<file path="src/rtl/shift_sched_2req.sv">
//==============================================================================
// Module  : shift_sched_2req
// Brief   : Round-robin scheduler that serialises one of two parallel words
//           MSB first, then holds off for IDLE_GAP cycles. Optional even-parity
//           trailer bit when SHIFT_SCHED_PARITY_EN is defined.
// Revision: 1.0
//==============================================================================
`default_nettype none

module shift_sched_2req #(
   parameter int WIDTH    = 4,
   parameter int IDLE_GAP = 1
) (
   input  logic             clock,
   input  logic             clear,
   input  logic             req0,
   input  logic             req1,
   input  logic [WIDTH-1:0] data0,
   input  logic [WIDTH-1:0] data1,
   output logic             gnt0,
   output logic             gnt1,
   output logic             sout,
   output logic             sout_valid,
   output logic             owner,
   output logic             busy,
   output logic             done
);

   localparam int CW = $clog2(WIDTH + 1);
   localparam int GW = (IDLE_GAP > 0) ? $clog2(IDLE_GAP + 1) : 1;
   localparam logic [CW-1:0] c_CNT_LAST = CW'(WIDTH - 1);
   localparam logic [GW-1:0] c_GAP_LAST = GW'((IDLE_GAP > 0) ? (IDLE_GAP - 1) : 0);

`ifdef SHIFT_SCHED_PARITY_EN
   typedef enum logic [1:0] {
      S_IDLE   = 2'd0,
      S_SHIFT  = 2'd1,
      S_GAP    = 2'd2,
      S_PARITY = 2'd3
   } state_t;
`else
   localparam logic [CW-1:0] c_CNT_PEN = CW'(WIDTH - 2);
   typedef enum logic [1:0] {
      S_IDLE  = 2'd0,
      S_SHIFT = 2'd1,
      S_GAP   = 2'd2
   } state_t;
`endif

   state_t           r_state;
   logic             r_last;
   logic [WIDTH-2:0] r_shreg;
   logic [CW-1:0]    r_cnt;
   logic [GW-1:0]    r_gcnt;
   logic             r_gnt0;
   logic             r_gnt1;
   logic             r_sout;
   logic             r_valid;
   logic             r_owner;
   logic             r_busy;
   logic             r_done;
`ifdef SHIFT_SCHED_PARITY_EN
   logic             r_par;
`endif

   logic             w_any;
   logic             w_pick1;
   logic [WIDTH-1:0] w_word;
   logic             w_end;

   assign w_any   = req0 | req1;
   // req1 wins when alone, or when both ask and req0 went last
   assign w_pick1 = req1 & (~req0 | ~r_last);
   assign w_word  = w_pick1 ? data1 : data0;

`ifdef SHIFT_SCHED_PARITY_EN
   assign w_end = (r_state == S_PARITY);
`else
   assign w_end = (r_state == S_SHIFT) && (r_cnt == c_CNT_LAST);
`endif

   always_ff @(posedge clock or posedge clear) begin
      if (clear) begin
         r_state <= S_IDLE;
         r_last  <= 1'b1;
         r_shreg <= '0;
         r_cnt   <= '0;
         r_gcnt  <= '0;
         r_gnt0  <= 1'b0;
         r_gnt1  <= 1'b0;
         r_sout  <= 1'b0;
         r_valid <= 1'b0;
         r_owner <= 1'b0;
         r_busy  <= 1'b0;
         r_done  <= 1'b0;
`ifdef SHIFT_SCHED_PARITY_EN
         r_par   <= 1'b0;
`endif
      end else begin
         r_gnt0 <= 1'b0;
         r_gnt1 <= 1'b0;
         r_done <= 1'b0;
         case (r_state)
            S_IDLE: begin
               if (w_any) begin
                  r_state <= S_SHIFT;
                  r_last  <= w_pick1;
                  r_owner <= w_pick1;
                  r_gnt0  <= ~w_pick1;
                  r_gnt1  <= w_pick1;
                  // MSB goes straight to sout; shreg keeps the remaining bits
                  r_sout  <= w_word[WIDTH-1];
                  r_shreg <= w_word[WIDTH-2:0];
                  r_cnt   <= '0;
                  r_valid <= 1'b1;
                  r_busy  <= 1'b1;
`ifdef SHIFT_SCHED_PARITY_EN
                  r_par   <= ^w_word;
`endif
               end
            end
            S_SHIFT: begin
               r_shreg <= r_shreg << 1;
               r_cnt   <= r_cnt + 1'b1;
               if (r_cnt != c_CNT_LAST) begin
                  r_sout <= r_shreg[WIDTH-2];
`ifndef SHIFT_SCHED_PARITY_EN
                  r_done <= (r_cnt == c_CNT_PEN);
`endif
               end
`ifdef SHIFT_SCHED_PARITY_EN
               else begin
                  r_state <= S_PARITY;
                  r_sout  <= r_par;
                  r_done  <= 1'b1;
               end
`endif
            end
            S_GAP: begin
               if (r_gcnt == c_GAP_LAST) begin
                  r_state <= S_IDLE;
                  r_busy  <= 1'b0;
                  r_owner <= 1'b0;
               end else begin
                  r_gcnt <= r_gcnt + 1'b1;
               end
            end
            default: r_state <= S_IDLE;
         endcase

         // Frame finished: drop the serial qualifier and either gap or rearm
         if (w_end) begin
            r_sout  <= 1'b0;
            r_valid <= 1'b0;
            r_gcnt  <= '0;
            if (IDLE_GAP == 0) begin
               r_state <= S_IDLE;
               r_busy  <= 1'b0;
               r_owner <= 1'b0;
            end else begin
               r_state <= S_GAP;
            end
         end
      end
   end

   assign gnt0       = r_gnt0;
   assign gnt1       = r_gnt1;
   assign sout       = r_sout;
   assign sout_valid = r_valid;
   assign owner      = r_owner;
   assign busy       = r_busy;
   assign done       = r_done;

endmodule

`default_nettype wire

</file>
<file path="config.mk">
export PLATFORM = sky130hd
export DESIGN_NAME = shift_sched_2req
export DESIGN_NICKNAME = d
export VERILOG_FILES = /design/src/rtl/shift_sched_2req.sv
export SDC_FILE = /design/constraint.sdc
export NUM_CORES = 1
export LEC_CHECK = 0
export ABC_CLOCK_PERIOD_IN_PS = 2300
export BUFFER_PORTS_ARGS = -buffer_cell sky130_fd_sc_hd__buf_2
export CAP_MARGIN = 10
export CORE_MARGIN = 1.5
export CORE_UTILIZATION = 54
export DETAILED_ROUTE_END_ITERATION = 7
export PLACE_DENSITY = 0.9
export SLEW_MARGIN = 20
export SYNTH_ARGS = -nofsm -noshare
export SYNTH_HDL_FRONTEND = slang
export SYNTH_SLANG_ARGS = --single-unit
</file>
<file path="constraint.sdc">
create_clock -name clock -period 2.3 [get_ports clock]
set_clock_uncertainty 0.1 [all_clocks]
set_input_delay 0.345 -clock clock [delete_from_list [all_inputs] [get_ports clock]]
set_output_delay 0.345 -clock clock [all_outputs]
set_load 0.05 [all_outputs]
</file>
==> results.toml, run 1 <==
[placed_design]
numPortBuffers = 18
place_inst = 105
gp_routability_congestion = 0.839
hpwlAfterDp_um = 1100

[floorplanning]
die_y_um = 41.5
dieArea_sq_um = 1730
num_rows = 13
die_x_um = 41.5
coreArea_sq_um = 1350
initial_core_util_pct = 59.4
io_pins = 19

[sta]
max_freq_ghz = 0.602
hold_viol = 0
rsz0062_at_grt = "no"
post-route-min-period_ns = 1.66
worstMarginPinSlew_ns = 0.621
fin_tns_setup_ns = 0
finalCritPeriodShare_pct = 72.2
finalSetupViolCount = 0
timing.hold.ws_ns = 0.0103
final-max-slew-violation-count = 0
maxSlewHeadroom_pct = 58.1

[critical_path]
end_kind = "register"
critPathRequiredTime_ns = 2.36
cp-start-kind = "register"
worstPathArrival_ns = 1.72
crit_fanout = 4
worstSetupPathType = "register to register"

[worst_hold_path]
hp-class = "primary input to async pin"

[synth]
syn_area_per_cell_sq_um = 10.8
yosysSeqAreaShare_pct = 50.1
syn_nets = 90
synth_top_area_cell = "dfrtp_1"
synth_edf_count = 0
synth_async_sr_flop_share_pct = 100
synth_cell_type_count = 32
netlist_instances = 74
syn_area_sq_um = 802
synth_top_area_share_pct = 46.8
ys_top_cells_by_area = "dfrtp_1, ha_1, mux2i_1"
ys_warn_count = 0
synth-seq-cells = 16
synth_flop_cell = "dfrtp_1"

[cells_and_area]
nFillCells = 101
fin_util_pct = 69.2
diodes = 0
final_cells = 109
layout.nets = 111
drive_above_1_share_pct = 30.9
area_delta_synth_final_pct = 16.5

[flow_run]
max-cap-violations = 0

[power]
p_total_uw = 1210
cellLeakagePower_uw = 0.000464
peakVddDrop_mv = 0.681
pwr_density_cell_nw_per_um2 = 1300

[global_routing]
grt_use_total_pct = 18.5
grt_max_degree = 17
grt_overflow = 0
grt_pass1_wl_um = 2440
antenna_found_initial = 0
grt_pass1_vias = 571

[route]
firstDrtPassIters = 4
routed_wl_um = 1430
vias = 610
wl_per_cell_um = 13.1
drc = 0
ant_nets = 0
drt-initial-drc-count = 18
viasPerCell = 5.60

[clock_tree]
numClockSinks = 16
postCtsSetupBuffers = 0
clkTransAtPathRegs_ns = 0.09
ctsResizeCount = 0
cts_buffer_depth = 2
clock_latency_ns = 0.28
cts_tree = "yes"
cts_hold_buf = 0
clockRootBuffer = "clkbuf_4"
cts_buffers = 3
htree_levels = 1

[run_status]
status = "finished, final reports clean"
[kinds of logic after synthesis]
family / Yosys count / synth area share, %
compound gates: 18 / 17.3
fa+ha+maj: 4 / 6.24
buf+inv: 9 / 4.84
flops: 16 / 50.1
mux: 4 / 4.99
simple gates: 23 / 16.5
[cells in the final DEF, fill, tap and decap left out, types with 2 or more instances in the layout]
cell type and instances:
dfrtp_1 15, a21oi_1 2, o21ai_1 2, buf_2 18
nor2_1 2, o221ai_1 2, nor3_1 2, o22ai_1 2
o21ai_0 2, mux2i_1 4, clkbuf_4 3, inv_1 7
nand2_1 9, ha_1 4, o31ai_1 2
[registers in the layout, summed over array words and instances (netlist names)]
name and cells:
owner 1, busy 1, r_last 1, done 1
r_state 2, gnt1 1, gnt0 1, sout_valid 1
r_cnt 3, sout 1, r_shreg 3
[final timing paths]
check	slack [ns]	cells past startpoint	start	endpoint
worst max-delay path	0.64	5	r_cnt[1]$_DFFE_PP0P_	sout$_DFFE_PP0P_
worst min-delay path	0.01	2	clear	busy$_DFFE_PP0P_
worst max register to register	0.64	5	r_cnt[1]$_DFFE_PP0P_	sout$_DFFE_PP0P_
worst min register to register	0.38	1	r_cnt[2]$_DFFE_PP0P_	done$_DFF_PP0_
max in group asynchronous	1.71	2	clear	r_shreg[1]$_DFFE_PP0P_
min in group clock	0.21	2	req0	r_last$_DFFE_PP1P_
[synthesized netlist by cell type (2+ instances only)]
master / count
a21oi_1: 2
dfrtp_1: 15
ha_1: 4
inv_1: 7
mux2i_1: 4
nand2_1: 9
nor2_1: 2
nor3_1: 2
o21ai_0: 2
o21ai_1: 2
o221ai_1: 2
o22ai_1: 2
o31ai_1: 2
[critical path: stages, from the launching register on]
cell	delay (ns)
dfrtp_1	0.41
ha_1	0.21
ha_1	0.22
and3b_1	0.17
o31ai_1	0.29
o41ai_2	0.13
[power breakdown]
group	switching (uW)	internal [uW]
clock	86.2	96.3
sequential	79.9	396
combinational	359	195
[per-layer routing]
metal  wire length (um)  GRT usage [%]  up-vias  part of all wire [%]
li1                   -              -      303                     -
met4                  7           5.81        0                  0.49
met3                 79           3.91        2                   5.5
met5                  0              0        -                     0
met1                639           23.4      287                    45
met2                700           31.6       18                    49
[through the flow]
step,instance area (sq um),worst slack [ns]
after floorplan,802,0.796
after global placement,898,0.762
after detailed placement,898,0.664
after CTS,935,0.648
after global routing,935,0.559
final,935,0.639
[final cells by class]
| class | instances | area, sq um | share of cell area [%] |
|---|---|---|---|
| sequential | 16 | 402 | 43.0 |
| timing repair buffer | 18 | 90.1 | 9.64 |
| inverter | 7 | 26.3 | 2.81 |
| clock buffer | 4 | 36.3 | 3.88 |
| multi-input combinational | 49 | 362 | 38.7 |
| tap | 15 | 18.8 | 2.01 |
Note: power is estimated with default switching activity, not from simulation.
==> run 2: changes to the inputs <==
--- a/config.mk
+++ b/config.mk
@@ -5,13 +5,13 @@
 export SDC_FILE = /design/constraint.sdc
 export NUM_CORES = 1
 export LEC_CHECK = 0
-export ABC_CLOCK_PERIOD_IN_PS = 2300
+export ABC_CLOCK_PERIOD_IN_PS = 1560
 export BUFFER_PORTS_ARGS = -buffer_cell sky130_fd_sc_hd__buf_2
 export CAP_MARGIN = 10
 export CORE_MARGIN = 1.5
-export CORE_UTILIZATION = 54
+export CORE_UTILIZATION = 50
 export DETAILED_ROUTE_END_ITERATION = 7
-export PLACE_DENSITY = 0.9
+export PLACE_DENSITY = 0.85
 export SLEW_MARGIN = 20
 export SYNTH_ARGS = -nofsm -noshare
 export SYNTH_HDL_FRONTEND = slang
==> constraint.sdc (replaced) <==
create_clock -name clock -period 1.56 [get_ports clock]
set_clock_uncertainty 0.1 [all_clocks]
set_input_delay 0.234 -clock clock [delete_from_list [all_inputs] [get_ports clock]]
set_output_delay 0.234 -clock clock [all_outputs]
set_load 0.05 [all_outputs]
==> run 2 against run 1 <==
  * Clock power is 47% higher
  * Flip-flop and latch count stayed put
  * Clock-buffer cell count unchanged
  * Largest cell class unchanged
  * Sequential power grew 48%
  * Power up 51%
  * Final area up 4.7%
  * Register-to-register slack got worse by 0.54 ns
  * Hold slack improved by 0.10 ns
  * Global-route usage decreased by 0.33 points
  * Die area rose by 7.4%
==> results.toml, run 2 (synthesis results as in run 1) <==
[sta]
post-route-min-period_ns = 1.46
max_freq_ghz = 0.683
final-max-slew-violation-count = 0
rsz0062_at_grt = "no"
worstMarginPinSlew_ns = 0.591
maxSlewHeadroom_pct = 60.5
finalSetupViolCount = 0
finalCritPeriodShare_pct = 93.9
hold_viol = 0
timing.hold.ws_ns = 0.114

[placed_design]
numPortBuffers = 18
placed_cell_area_sq_um = 907
hpwlAfterDp_um = 1050
gp_routability_congestion = 0.792

[cells_and_area]
diodes = 0
drive_above_1_share_pct = 35.7
layout.nets = 115
layout_commonest_cell = "buf_2"
largestRegisters = "r_cnt: 3 flops, r_shreg: 3 flops, r_state: 2 flops"
final_cell_area_sq_um = 978
area_delta_synth_final_pct = 22.0
mostFrequentLayoutCells = "buf_2, dfrtp_1, nand2_1"

[clock_tree]
clock_latency_ns = 0.28
clockRootBuffer = "clkbuf_4"
cts_tree = "yes"
cts_buffers = 3
numClockSinks = 16
htree_levels = 1
cts_buffer_depth = 2
clkTransAtPathRegs_ns = 0.09

[critical_path]
worstPathArrival_ns = 1.53
reg2reg_slack_ns = 0.1
critPathRequiredTime_ns = 1.62
rr_startpoint = "r_cnt[1]$_DFFE_PP0P_"
rr_worst_depth = 5
path_cells = "ha_2, ha_1, and3b_1, o31ai_2, o41ai_2"
worstSetupPathType = "register to register"
crit_fanout = 4
crit_path_max_incr_delay_ns = 0.38
cp-start-kind = "register"
timing.rr.end = "sout$_DFFE_PP0P_"
crit_slowest_cell = "dfrtp_1"
end_kind = "register"

[power]
pwr_density_cell_nw_per_um2 = 1880
peakVddDrop_mv = 0.805
cellLeakagePower_uw = 0.000477

[route]
vias = 637
ant_nets = 0
wl_per_cell_um = 13.1
firstDrtPassIters = 4
viasPerCell = 5.59
routed_wl_um = 1490
drc = 0
drt-initial-drc-count = 29

[global_routing]
grt_pass1_wl_um = 2480
grt_pass1_vias = 571
grt_overflow = 0
antenna_found_initial = 0
grt_use_total_pct = 18.2
grt_max_degree = 17

[floorplanning]
io_pins = 19
num_rows = 14
initial_core_util_pct = 53.2
die_x_um = 43.1
die_y_um = 43.1
dieArea_sq_um = 1850
coreArea_sq_um = 1510

[flow_run]
max-cap-violations = 0

[worst_hold_path]
hp-class = "primary input to register"
hp-start = "req0"
holdPathEnd = "r_last$_DFFE_PP1P_"
whs_path_depth = 2

[run_status]
status = "finished, final reports clean"
run 2: what timing repair did:
| action | in CTS | in global routing |
|---|---|---|
| pin swaps | 0 | 2 |
| hold buffers | 1 | 0 |
| hold endpoints to repair | 15 | 0 |
| gates resized for setup | 1 | 3 |
| setup buffers | 1 | 1 |
| setup endpoints to repair | 1 | 3 |
| cloned | 0 | 0 |
run 2: area by class of cell:
cell class	count	area, sq um
well taps	16	20.0
fillers	124	528
flip-flops and latches	16	402
clock buffers	4	36.3
multi-input cells	49	372
repair buffers	22	123
inverters	7	26.3
run 2: worst max-delay path by stage:
stage / startpoint / slack [ns] / to
3_3_place_gp: r_cnt[1]$_DFFE_PP0P_ / 0.03 / sout$_DFFE_PP0P_
6_report: r_cnt[1]$_DFFE_PP0P_ / 0.1 / sout$_DFFE_PP0P_
5_1_grt: r_cnt[1]$_DFFE_PP0P_ / 0.02 / sout$_DFFE_PP0P_
4_1_cts: r_cnt[0]$_DFFE_PP0P_ / 0.008 / sout$_DFFE_PP0P_
2_1_floorplan: r_cnt[1]$_DFFE_PP0P_ / 0.06 / sout$_DFFE_PP0P_
3_5_place_dp: r_cnt[1]$_DFFE_PP0P_ / -0.006 / sout$_DFFE_PP0P_
run 2: where the power goes:
part,total [uW],internal [uW],switching (uW)
Clock,268,142,126
Combinational,863,328,536
Sequential,704,584,120
run 2: routing by layer:
layer  global-route usage (%)  up-vias  wire length, um
met5                        0        -                0
met4                     9.09        0               14
met2                     29.7       23              779
met3                     2.55        2               68
met1                     23.5      302              631
li1                         -      310                -
run 2: worst max-delay path: cells and delay by family (launching register included):
family                   cells  cell delay, ns
AO/OA/AOI/OAI                2            0.30
adder cells (fa/ha/maj)      2            0.38
AND/OR/NAND/NOR              1            0.20
flip-flops                   1            0.38
run 2: per-stage QoR:
stage	setup TNS (ns)	cells	setup WS (ns)	util, %	total power, uW
6_report	0	114	0.0958	65.0	1840
5_1_grt	0	114	0.0184	65.0	1970
4_1_cts	0	113	0.00779	64.0	1830
3_5_place_dp	-0.00570	107	-0.00570	60.2	1530
3_3_place_gp	0	107	0.0325	60.2	1490
2_1_floorplan	0	74	0.0555	-	1340
